## config.mk

```make
export PLATFORM = sky130hd
export DESIGN_NAME = nibble_serial_add_sub_flat
export DESIGN_NICKNAME = d
export VERILOG_FILES = /design/src/rtl/nibble_serial_add_sub_if.sv /design/src/rtl/nibble_serial_add_sub.sv /design/src/flat_wrapper.sv
export SDC_FILE = /design/constraint.sdc
export NUM_CORES = 1
export LEC_CHECK = 0
export CAP_MARGIN = 5
export CORE_MARGIN = 5
export CORE_UTILIZATION = 35
export CTS_BUF_LIST = sky130_fd_sc_hd__clkbuf_2 sky130_fd_sc_hd__clkbuf_4 sky130_fd_sc_hd__clkbuf_8
export CTS_CLUSTER_DIAMETER = 200
export DETAILED_ROUTE_END_ITERATION = 8
export PLACE_DENSITY = 0.62
export SLEW_MARGIN = 0
export SYNTH_ARGS = -nofsm -noshare
export SYNTH_HDL_FRONTEND = slang
export SYNTH_SLANG_ARGS = --single-unit
```

## constraint.sdc

```tcl
create_clock -name clk -period 3.01 [get_ports clk]
set_clock_uncertainty 0.1 [all_clocks]
set_input_delay 0.602 -clock clk [delete_from_list [all_inputs] [get_ports clk]]
set_output_delay 0.602 -clock clk [all_outputs]
set_load 0.05 [all_outputs]
```

## src/rtl/nibble_serial_add_sub_if.sv

```systemverilog
// Operand/result handshake bundle for the nibble-serial add/subtract engine.
// master drives operands and accepts results; slave is the engine itself.
interface nibble_serial_add_sub_if #(
    parameter int unsigned WIDTH = 16
);
    logic             in_valid;
    logic             in_ready;
    logic [WIDTH-1:0] a;
    logic [WIDTH-1:0] b;
    logic             mode;
    logic             out_valid;
    logic             out_ready;
    logic [WIDTH-1:0] result;
    logic             carry;
    logic             overflow;
    logic             zero;
    logic             busy;

    modport master (
        output in_valid, a, b, mode, out_ready,
        input  in_ready, out_valid, result, carry, overflow, zero, busy
    );

    modport slave (
        input  in_valid, a, b, mode, out_ready,
        output in_ready, out_valid, result, carry, overflow, zero, busy
    );
endinterface

```

## src/rtl/nibble_serial_add_sub.sv

```systemverilog
// WIDTH-bit add/subtract built from one 4-bit slice, stepped one nibble per clock
// with the carry chained between nibbles. Subtract is A + ~B + 1.
module nibble_serial_add_sub #(
    parameter int unsigned WIDTH = 16
) (
    input logic                    clk,
    input logic                    rst_n,
    nibble_serial_add_sub_if.slave bus
);
    localparam int unsigned NIB  = WIDTH / 4;
    localparam int unsigned IDXW = (NIB > 1) ? $clog2(NIB) : 1;

    typedef enum logic [1:0] {StIdle, StRun, StDone} state_e;

    state_e           state_q, state_d;
    logic [WIDTH-1:0] a_q, a_d, b_q, b_d, result_q, result_d;
    logic             mode_q, mode_d, cin_q, cin_d;
    logic             carry_q, carry_d, ovf_q, ovf_d, zero_q, zero_d;
    logic [IDXW-1:0]  idx_q, idx_d;

    logic [3:0] nib_a, nib_b;
    logic [3:0] lo_sum;
    logic [4:0] full_sum;
    logic       c_out, c_msb;

    // The 4-bit slice: current nibble pair plus chained carry.
    always_comb begin
        nib_a = '0;
        nib_b = '0;
        for (int unsigned i = 0; i < NIB; i++) begin
            if (idx_q == IDXW'(i)) begin
                nib_a = a_q[4*i +: 4];
                nib_b = b_q[4*i +: 4] ^ {4{mode_q}};
            end
        end
        lo_sum   = {1'b0, nib_a[2:0]} + {1'b0, nib_b[2:0]} + {3'b000, cin_q};
        full_sum = {1'b0, nib_a} + {1'b0, nib_b} + {4'b0000, cin_q};
        c_out    = full_sum[4];
        c_msb    = lo_sum[3];  // carry into bit 3 of this nibble
    end

    always_comb begin
        state_d  = state_q;
        a_d      = a_q;
        b_d      = b_q;
        mode_d   = mode_q;
        cin_d    = cin_q;
        idx_d    = idx_q;
        result_d = result_q;
        carry_d  = carry_q;
        ovf_d    = ovf_q;
        zero_d   = zero_q;
        unique case (state_q)
            StIdle: begin
                if (bus.in_valid) begin
                    a_d      = bus.a;
                    b_d      = bus.b;
                    mode_d   = bus.mode;
                    cin_d    = bus.mode;
                    idx_d    = '0;
                    result_d = '0;
                    state_d  = StRun;
                end
            end
            StRun: begin
                for (int unsigned i = 0; i < NIB; i++) begin
                    if (idx_q == IDXW'(i)) result_d[4*i +: 4] = full_sum[3:0];
                end
                cin_d = c_out;
                idx_d = idx_q + IDXW'(1);
                if (idx_q == IDXW'(NIB - 1)) begin
                    carry_d = c_out;
                    ovf_d   = c_out ^ c_msb;
                    zero_d  = (result_d == '0);
                    state_d = StDone;
                end
            end
            StDone: begin
                if (bus.out_ready) state_d = StIdle;
            end
            default: state_d = StIdle;
        endcase
    end

    always_ff @(posedge clk or negedge rst_n) begin
        if (!rst_n) begin
            state_q  <= StIdle;
            a_q      <= '0;
            b_q      <= '0;
            mode_q   <= 1'b0;
            cin_q    <= 1'b0;
            idx_q    <= '0;
            result_q <= '0;
            carry_q  <= 1'b0;
            ovf_q    <= 1'b0;
            zero_q   <= 1'b0;
        end else begin
            state_q  <= state_d;
            a_q      <= a_d;
            b_q      <= b_d;
            mode_q   <= mode_d;
            cin_q    <= cin_d;
            idx_q    <= idx_d;
            result_q <= result_d;
            carry_q  <= carry_d;
            ovf_q    <= ovf_d;
            zero_q   <= zero_d;
        end
    end

    assign bus.in_ready  = (state_q == StIdle);
    assign bus.busy      = (state_q == StRun);
    assign bus.out_valid = (state_q == StDone);
    assign bus.result    = result_q;
    assign bus.carry     = carry_q;
    assign bus.overflow  = ovf_q;
    assign bus.zero      = zero_q;
endmodule
```

## src/flat_wrapper.sv

```systemverilog
// flat-port wrapper written by rule: the top's interface ports become plain ports
module nibble_serial_add_sub_flat 
#(
    parameter int unsigned WIDTH = 16
)
  (clk, rst_n, bus_in_valid, bus_a, bus_b, bus_mode, bus_out_ready, bus_in_ready, bus_out_valid, bus_result, bus_carry, bus_overflow, bus_zero, bus_busy);
  nibble_serial_add_sub_if #(.WIDTH(WIDTH)) bus_i ();
  input logic clk;
  input logic rst_n;
  input wire logic [$bits(bus_i.in_valid)-1:0] bus_in_valid;
  input wire logic [$bits(bus_i.a)-1:0] bus_a;
  input wire logic [$bits(bus_i.b)-1:0] bus_b;
  input wire logic [$bits(bus_i.mode)-1:0] bus_mode;
  input wire logic [$bits(bus_i.out_ready)-1:0] bus_out_ready;
  output wire logic [$bits(bus_i.in_ready)-1:0] bus_in_ready;
  output wire logic [$bits(bus_i.out_valid)-1:0] bus_out_valid;
  output wire logic [$bits(bus_i.result)-1:0] bus_result;
  output wire logic [$bits(bus_i.carry)-1:0] bus_carry;
  output wire logic [$bits(bus_i.overflow)-1:0] bus_overflow;
  output wire logic [$bits(bus_i.zero)-1:0] bus_zero;
  output wire logic [$bits(bus_i.busy)-1:0] bus_busy;
  assign bus_i.in_valid = bus_in_valid;
  assign bus_i.a = bus_a;
  assign bus_i.b = bus_b;
  assign bus_i.mode = bus_mode;
  assign bus_i.out_ready = bus_out_ready;
  assign bus_in_ready = bus_i.in_ready;
  assign bus_out_valid = bus_i.out_valid;
  assign bus_result = bus_i.result;
  assign bus_carry = bus_i.carry;
  assign bus_overflow = bus_i.overflow;
  assign bus_zero = bus_i.zero;
  assign bus_busy = bus_i.busy;
  nibble_serial_add_sub #(.WIDTH(WIDTH)) u_core (.clk(clk), .rst_n(rst_n), .bus(bus_i));
endmodule
```

==> results of run 1 <==
==> flip-flops by register name, indices dropped and copies added (netlist names) <==
name / count
u_core.bus.carry: 1
u_core.cin_q: 1
u_core.bus.overflow: 1
u_core.bus.zero: 1
u_core.b_q: 16
u_core.a_q: 16
u_core.mode_q: 1
u_core.state_q: 2
u_core.bus.result: 16
u_core.idx_q: 2
==> what timing repair did <==
action,in CTS,in global routing
pin swaps,0,2
gates resized for setup,1,16
setup endpoints to repair,8,15
setup buffers,0,2
==> metal layers <==
metal | track usage (%) | vias to the layer above | part of all wire, % | wire [um]
met2 | 21.06 | 55 | 47 | 3093
met5 | 0 | - | 0 | 0
met3 | 3.599 | 18 | 4.9 | 324
met1 | 19.61 | 1109 | 46 | 3029
met4 | 7.668 | 0 | 2.8 | 186
li1 | - | 1077 | - | -
==> cell type report <==
| type | count | area, um2 |
|---|---|---|
| sequential | 57 | 1426 |
| clock inverter | 7 | 71.32 |
| clock buffer | 9 | 123.9 |
| fill | 771 | 4193 |
| tap | 105 | 131.4 |
| multi-input combinational | 166 | 1374 |
| timing repair buffer | 79 | 762.0 |
| inverter | 14 | 52.55 |
==> cell families (layout without fill, tap and decap cells) <==
| kind of cell | after synthesis | count (layout) | share of synthesized area, % |
|---|---|---|---|
| xor gates and xnor gates | 9 | 9 | 2.731 |
| adders and majority gates | 9 | 9 | 4.421 |
| and+or+nand+nor | 50 | 50 | 9.016 |
| muxes | 25 | 25 | 9.753 |
| DFF | 57 | 57 | 49.41 |
| AOI/OAI and AO/OA | 73 | 73 | 18.94 |
| buffers and inverters | 31 | 109 | 5.721 |
==> critical path: cells and delay by family (launching register included) <==
family,cells,cell delay [ns]
compound gates,3,0.70
fa+ha+maj,3,0.98
simple gates,2,0.32
flops,1,0.37
buf+inv,3,0.30
==> through the flow <==
| stage | utilization, % | instance area, um2 | setup WS, ns | instances | setup TNS (ns) |
|---|---|---|---|---|---|
| floorplan | - | 2887 | 0.08742 | 254 | 0 |
| global placement | 44.92 | 3654 | 0.05768 | 419 | 0 |
| detailed placement | 44.92 | 3654 | -0.04899 | 419 | -0.1191 |
| CTS | 47.35 | 3851 | 0.03450 | 435 | 0 |
| global route | 48.45 | 3941 | -0.03508 | 437 | -0.05727 |
| finish | 48.45 | 3941 | 0.1424 | 437 | 0 |
==> layout by cell type (no fill, tap or decap), types with 9 or more instances in the layout <==
cell / Yosys / layout
a32o_1: 9 / 9
nand2_1: 19 / 19
clkdlybuf4s50_1: 0 / 57
clkbuf_8: 0 / 9
o21ai_0: 14 / 14
buf_4: 3 / 18
inv_1: 13 / 13
a21oi_1: 10 / 9
dfrtp_1: 57 / 57
mux2_2: 25 / 25
==> worst max path at each step <==
| stage | from | endpoint | slack (ns) | cells after the start |
|---|---|---|---|---|
| global placement | u_core.idx_q[0] | u_core.bus.zero | 0.06 | 11 |
| global route | u_core.idx_q[0] | u_core.bus.zero | -0.04 | 11 |
| floorplan | u_core.idx_q[0] | u_core.bus.zero | 0.09 | 14 |
| CTS | u_core.idx_q[1] | u_core.bus.result[2] | 0.03 | 12 |
| detailed placement | u_core.idx_q[1] | u_core.bus.result[2] | -0.05 | 12 |
| finish | u_core.idx_q[0] | u_core.bus.zero | 0.14 | 11 |
==> run_results.csv, run 1 <==
group,metric,value,unit
placement,numPortBuffers,58,
global_routing,grt_pass1_vias,2374,
global_routing,grtUsageTotal,14.42,%
global_routing,grt_antenna_before_repair,0,
logic_synthesis,synth_area_leader_cell,"dfrtp_1",
routing,drc,0,
die,core_area,8134,um2
min_path,min_path_type,"in -> async",
logic_synthesis,synth.distinct_cells,44,
die,die_x,100.8,um
setup_path,worstPathRequired,3.16,ns
logic_synthesis,avgSynthCellArea,11.36,um2
clock_tree,tritoncts,"built",
clock_tree,root_buffer,"clkbuf_8",
sta,fin_hold_ws,0.1977,ns
logic_synthesis,synth.top_cells.by_count,"dfrtp_1 (57), mux2_2 (25), nand2_1 (19)",
global_routing,grt_pass1_wl,11.43,mm
status,outcome,"finished, final reports clean",
logic_synthesis,synth-edff-count,0,
clock_tree,cts_hold_buf,0,
layout,finish.net_count,373,
logic_synthesis,synthesis.area,2887,um2
logic_synthesis,ys_ff_latch,57,
logic_synthesis,synth.area.top_cells,"dfrtp_1 (49%), mux2_2 (9.8%), a32o_1 (3.1%)",
layout,drive_above_1_share,26.51,%
routing,wl_per_cell,15.18,um
sta,post-route-period-util,95.27,%
setup_path,critical_path_class,"reg -> reg",
clock_tree,clk-insertion-delay-late,0.33,ns
logic_synthesis,synth_top_flop_cell,"dfrtp_1",
routing,via_per_inst,5.169,
routing,first_iter_violations,104,
routing,wirelength,6.634,mm
setup_path,cp-start-kind,"flop",
placement,place.gp.congestion,0.8425,
routing,drtAntennaViolNets,0,
clock_tree,cts_buffer_depth,2,
sta,tightest_slew,0.6717,ns
logic_synthesis,yosysSeqAreaShare,49.41,%
sta,drv_slew,0,
die,rows,33,
sta,period_needed,2.868,ns
global_routing,globalRouteOverflowTotal,0,
clock_tree,h-tree-depth,3,
sta,setup_viol,0,
die,die_area,10160,um2
logic_synthesis,synth_top_area_share,49.41,%
layout,syn_to_final_growth,36.54,%
sta,hold_viol,0,
setup_path,rr_startpoint,"u_core.idx_q[0]",
setup_path,cp_max_fo,18,
setup_path,crit_path_frequent_cell,"inv_1",
setup_path,reg2regPathDepth,11,
setup_path,worst_path_max_delay_cell,"fa_1",
setup_path,max_stage_delay,0.51,ns
logic_synthesis,yosysMostFrequentCell,"dfrtp_1",
sta,grt_setup_unrepaired,"yes",
routing,vias,2259,
placement,dp_hpwl,4.952,mm
setup_path,reg2reg_slack,0.14,ns
sta,slew_headroom,55.22,%
setup_path,crit_path_end_kind,"flop",
layout,diodes,0,
logic_synthesis,synth_warnings,0,
clock_tree,cts_made_buffers,9,
setup_path,r2r-end,"u_core.bus.zero",
logic_synthesis,async_flop_share,100.0,%
logic_synthesis,syn-num-nets,300,
setup_path,path_cells,"inv_1 -> ha_2 -> buf_6 -> nor2b_1 -> o31ai_2 -> fa_2 -> inv_1 -> fa_1 -> nor4b_4 -> o21ai_1 -> o41ai_2",
routing,firstDrtPassIters,4,
sta,fmax,348.7,MHz
die,die_height,100.8,um
die,io_pins,59,
die,start_util,35.49,%
setup_path,critPathArrivalTime,3.02,ns
clock_tree,cts.clk_slew.worst_paths,0.07,ns
flow_run,max_cap_viol_count,0,
clock_tree,cts.sinks,57,
logic_synthesis,syn_inst,254,
global_routing,grt_max_degree,47,
Power of run 1 is not shown: default switching activity piles up to over one toggle a cycle in this logic, so the estimate is an artifact.
==> inputs of run 2 (changes only) <==
- RECOVER_POWER: not set -> 25
==> run_results.csv, run 2 (synthesis gave the netlist of run 1 again) <==
group,metric,value,unit
status,outcome,"complete, but fails checks",
status,violations,"capacitance limit, slew limit",
clock_tree,cts_hold_buf,0,
global_routing,grt_max_degree,47,
sta,post-route-period-util,95.28,%
sta,fin_ws,0.1420,ns
flow_run,max_cap_viol_count,1,
global_routing,grt_pass1_vias,2374,
layout,multiInputGateArea,1374,um2
die,core_area,8134,um2
setup_path,path_cells,"inv_1 -> ha_2 -> buf_6 -> nor2b_1 -> o31ai_2 -> fa_2 -> inv_1 -> fa_1 -> nor4b_4 -> o21ai_1 -> o41ai_2",
die,rows,33,
sta,hold_viol,0,
layout,fill_cells,772,
routing,wl_per_cell,15.19,um
layout,syn_to_final_growth,35.98,%
die,die_x,100.8,um
routing,first_iter_violations,94,
layout,diodes,0,
clock_tree,cts_buffer_depth,2,
sta,grt_setup_unrepaired,"yes",
setup_path,reg2regPathDepth,11,
routing,firstDrtPassIters,4,
clock_tree,root_buffer,"clkbuf_8",
routing,drc,0,
routing,wirelength,6.637,mm
global_routing,grt_pass1_wl,11.43,mm
layout,ff_latch_area,1426,um2
setup_path,critical_path_class,"reg -> reg",
sta,final.setup.tns,0,ns
min_path,min_path_type,"reg -> reg",
die,die_height,100.8,um
sta,slew_headroom,-2.253,%
global_routing,grt_antenna_before_repair,0,
die,io_pins,59,
setup_path,max_stage_delay,0.51,ns
sta,tightest_slew,1.534,ns
placement,dp_hpwl,4.952,mm
global_routing,grtUsageTotal,14.42,%
global_routing,globalRouteOverflowTotal,0,
clock_tree,cts.clk_slew.worst_paths,0.07,ns
placement,place.gp.congestion,0.8425,
placement,dp_slack,-0.04899,ns
min_path,worstHoldPathCells,2,
sta,drv_slew,30,
setup_path,crit_path_frequent_cell,"inv_1",
routing,vias,2266,
setup_path,cp-start-kind,"flop",
setup_path,path_buf_inv,3,
die,start_util,35.49,%
sta,period_needed,2.868,ns
clock_tree,cts_made_buffers,9,
setup_path,cp_max_fo,18,
setup_path,crit_path_end_kind,"flop",
placement,numPortBuffers,58,
setup_path,worstPathRequired,3.16,ns
routing,via_per_inst,5.185,
layout,mostFrequentLayoutCells,"clkdlybuf4s50_1 (57), dfrtp_1 (57), mux2_2 (25)",
sta,fmax,348.7,MHz
clock_tree,tritoncts,"built",
layout,drive_above_1_share,26.20,%
routing,drtAntennaViolNets,0,
layout,finish.net_count,373,
setup_path,critPathArrivalTime,3.02,ns
setup_path,worst_path_max_delay_cell,"fa_1",
clock_tree,cts.sinks,57,
setup_path,cp_top_family,"adder cells",
die,die_area,10160,um2
clock_tree,h-tree-depth,3,
sta,setup_viol,0,
setup_path,crit_cells,11,
clock_tree,clk-insertion-delay-late,0.33,ns
-- run 2: cell count changes in the layout (fill, tap and decap cells not counted) --
cell      change
buf_2         -1
buf_12        -1
clkbuf_1      +1
clkbuf_2      +1
-- run 2: layer usage --
metal	share of wire (%)	vias to the layer above	global-route usage, %
met5	0	-	0
met1	46	1109	19.61
met4	3.0	0	7.668
met3	4.9	20	3.599
met2	46	58	21.06
li1	-	1079	-
-- run 2: worst paths after layout --
| check | startpoint | end | slack, ns |
|---|---|---|---|
| worst max-delay path | u_core.idx_q[0] | u_core.bus.zero | 0.14 |
| worst min-delay path | u_core.bus.carry | u_core.bus.carry | 0.38 |
| max in group asynchronous | rst_n | u_core.a_q[5] | 0.84 |
| worst min register to register | u_core.bus.carry | u_core.bus.carry | 0.38 |
| worst max register to register | u_core.idx_q[0] | u_core.bus.zero | 0.14 |
| min in group asynchronous | rst_n | u_core.b_q[11] | 0.53 |
-- run 2: layout make-up --
type	count	area share (%)
Clock buffer	9	3.156
Inverter	14	1.339
Tap cell	105	3.347
Timing Repair Buffer	79	19.00
Sequential cell	57	36.34
Clock inverter	7	1.817
Multi-Input combinational cell	166	35.00
-- run 2: stage by stage --
step                util [%]  hold slack (ns)  instances  cell area, um2
floorplan                  -           0.2064        254            2887
global placement       44.92           0.3716        419            3654
detailed placement     44.92           0.3758        419            3654
CTS                    47.35           0.2155        435            3851
global route           48.25           0.4341        437            3925
finish                 48.25           0.3788        437            3925
-- run 2: what timing repair did --
| action | CTS | global route |
|---|---|---|
| buffers inserted | 0 | 2 |
| pin swaps | 0 | 2 |
| endpoints found under the setup margin | 8 | 15 |
| resized for setup | 1 | 16 |
-- run 2: tightest hold or removal path: stages (launching register included) --
cell and delay (ns):
dfrtp_1 0.34, nand2_1 0.05, o21ai_0 0.06
Power of run 2 is left out for the same reason.
==> inputs of run 3 (changes only) <==
- CORE_MARGIN: 5 -> not set
==> run_results.csv, run 3 (synthesis gave the netlist of run 1 again) <==
group,metric,value,unit
sta,post-route-period-util,94.22,%
layout,diodes,0,
routing,drc,0,
setup_path,path_cells,"inv_2 -> ha_2 -> nor2b_2 -> buf_4 -> a221o_1 -> a32o_2 -> fa_2 -> nor4b_4 -> o21ai_1 -> o41ai_2",
sta,period_needed,2.836,ns
die,rows,32,
flow_run,max_cap_viol_count,0,
placement,dp_hpwl,4.626,mm
setup_path,reg2reg_slack,0.17,ns
die,die_x,92.82,um
min_path,min_path_type,"reg -> reg",
layout,drive_above_1_share,26.36,%
die,io_pins,59,
routing,drtAntennaViolNets,0,
clock_tree,cts_buffer_depth,2,
die,core_area,7848,um2
routing,firstDrtPassIters,4,
routing,first_iter_violations,107,
sta,final.setup.tns,0,ns
routing,wl_per_cell,14.67,um
global_routing,globalRouteOverflowTotal,0,
clock_tree,root_buffer,"clkbuf_8",
placement,place.gp.congestion,0.8011,
routing,wirelength,6.337,mm
clock_tree,tritoncts,"built",
die,die_area,8615,um2
sta,grt_setup_unrepaired,"yes",
global_routing,grt_pass1_wl,10.61,mm
global_routing,grt_pass1_vias,2211,
sta,setup_viol,0,
sta,fmax,352.6,MHz
die,start_util,36.78,%
routing,vias,2214,
layout,finish.net_count,371,
sta,tightest_slew,1.382,ns
clock_tree,cts.clk_slew.worst_paths,0.06,ns
sta,slew_headroom,7.852,%
setup_path,crit_path_end_kind,"flop",
setup_path,max_stage_delay,0.58,ns
setup_path,critPathArrivalTime,2.96,ns
global_routing,grt_max_degree,58,
clock_tree,clk-insertion-delay-late,0.33,ns
routing,via_per_inst,5.125,
status,outcome,"finished, final reports clean",
clock_tree,h-tree-depth,3,
clock_tree,cts.sinks,57,
die,die_height,92.82,um
setup_path,cp-start-kind,"flop",
setup_path,worstPathRequired,3.14,ns
placement,numPortBuffers,58,
global_routing,grtUsageTotal,16.12,%
sta,drv_slew,0,
sta,hold_viol,0,
clock_tree,cts_made_buffers,9,
layout,fill_cells,741,
setup_path,cp_max_fo,4,
global_routing,grt_antenna_before_repair,0,
layout,syn_to_final_growth,35.76,%
setup_path,worst_path_max_delay_cell,"fa_2",
setup_path,critical_path_class,"reg -> reg",
layout,mostFrequentLayoutCells,"clkdlybuf4s50_1 (57), dfrtp_1 (57), mux2_2 (25)",
[run 3: cell types whose count changed in the layout (fill, tap and decap cells not counted), moves of 2 or more]
cell | before | now
inv_2 | 1 | 3
buf_4 | 18 | 15
inv_1 | 13 | 11
clkinvlp_4 | 3 | 1
[run 3: final timing paths]
| path | start | endpoint | cells past startpoint |
|---|---|---|---|
| hold reg to reg | u_core.bus.carry | u_core.bus.carry | 2 |
| setup / recovery | u_core.idx_q[0] | u_core.bus.zero | 10 |
| max in group asynchronous | rst_n | u_core.bus.result[12] | 2 |
| min in group asynchronous | rst_n | u_core.b_q[15] | 2 |
| hold / removal | u_core.bus.carry | u_core.bus.carry | 2 |
| setup reg to reg | u_core.idx_q[0] | u_core.bus.zero | 10 |
[run 3: final cells by class]
cell class	count	area [um2]	share of cell area, %
clock inverter	6	82.58	2.107
sequential	57	1426	36.40
tap	102	127.6	3.257
clock buffer	10	131.4	3.352
multi-input combinational	166	1354	34.55
timing repair buffer	77	744.5	19.00
inverter	14	52.55	1.341
[run 3: per-layer routing]
layer | up-vias | track usage (%) | part of all wire, %
met1 | 1064 | 21.56 | 46
met2 | 72 | 24.94 | 47
li1 | 1071 | - | -
met3 | 7 | 5.090 | 5.8
met4 | 0 | 4.744 | 0.92
met5 | - | 0 | 0
[run 3: repair_timing]
action	in CTS	in global routing
setup buffers	0	2
setup endpoints to repair	8	6
gates resized for setup	2	15
pin swaps	0	4
hold buffers	0	0
[run 3: metrics by stage]
stage          instance area [um2]  worst slack (ns)  hold WS (ns)  utilization, %  cells
3_5_place_dp                  3635           -0.1257        0.3763           46.32    414
5_1_grt                       3919          -0.01808        0.4332           49.94    432
6_report                      3919            0.1739        0.3840           49.94    432
2_1_floorplan                 2887           0.08742        0.2064               -    254
3_3_place_gp                  3635          -0.06416        0.3639           46.32    414
4_1_cts                       3856           0.04216        0.3454           49.14    430
[run 3: worst max-delay path: cells and delay by family, from the launching register on]
| family | cells | cell delay (ns) |
|---|---|---|
| compound gates | 4 | 0.88 |
| fa+ha+maj | 2 | 0.77 |
| buf+inv | 2 | 0.22 |
| flops | 1 | 0.39 |
| simple gates | 2 | 0.36 |
Power of run 3 is left out for the same reason.
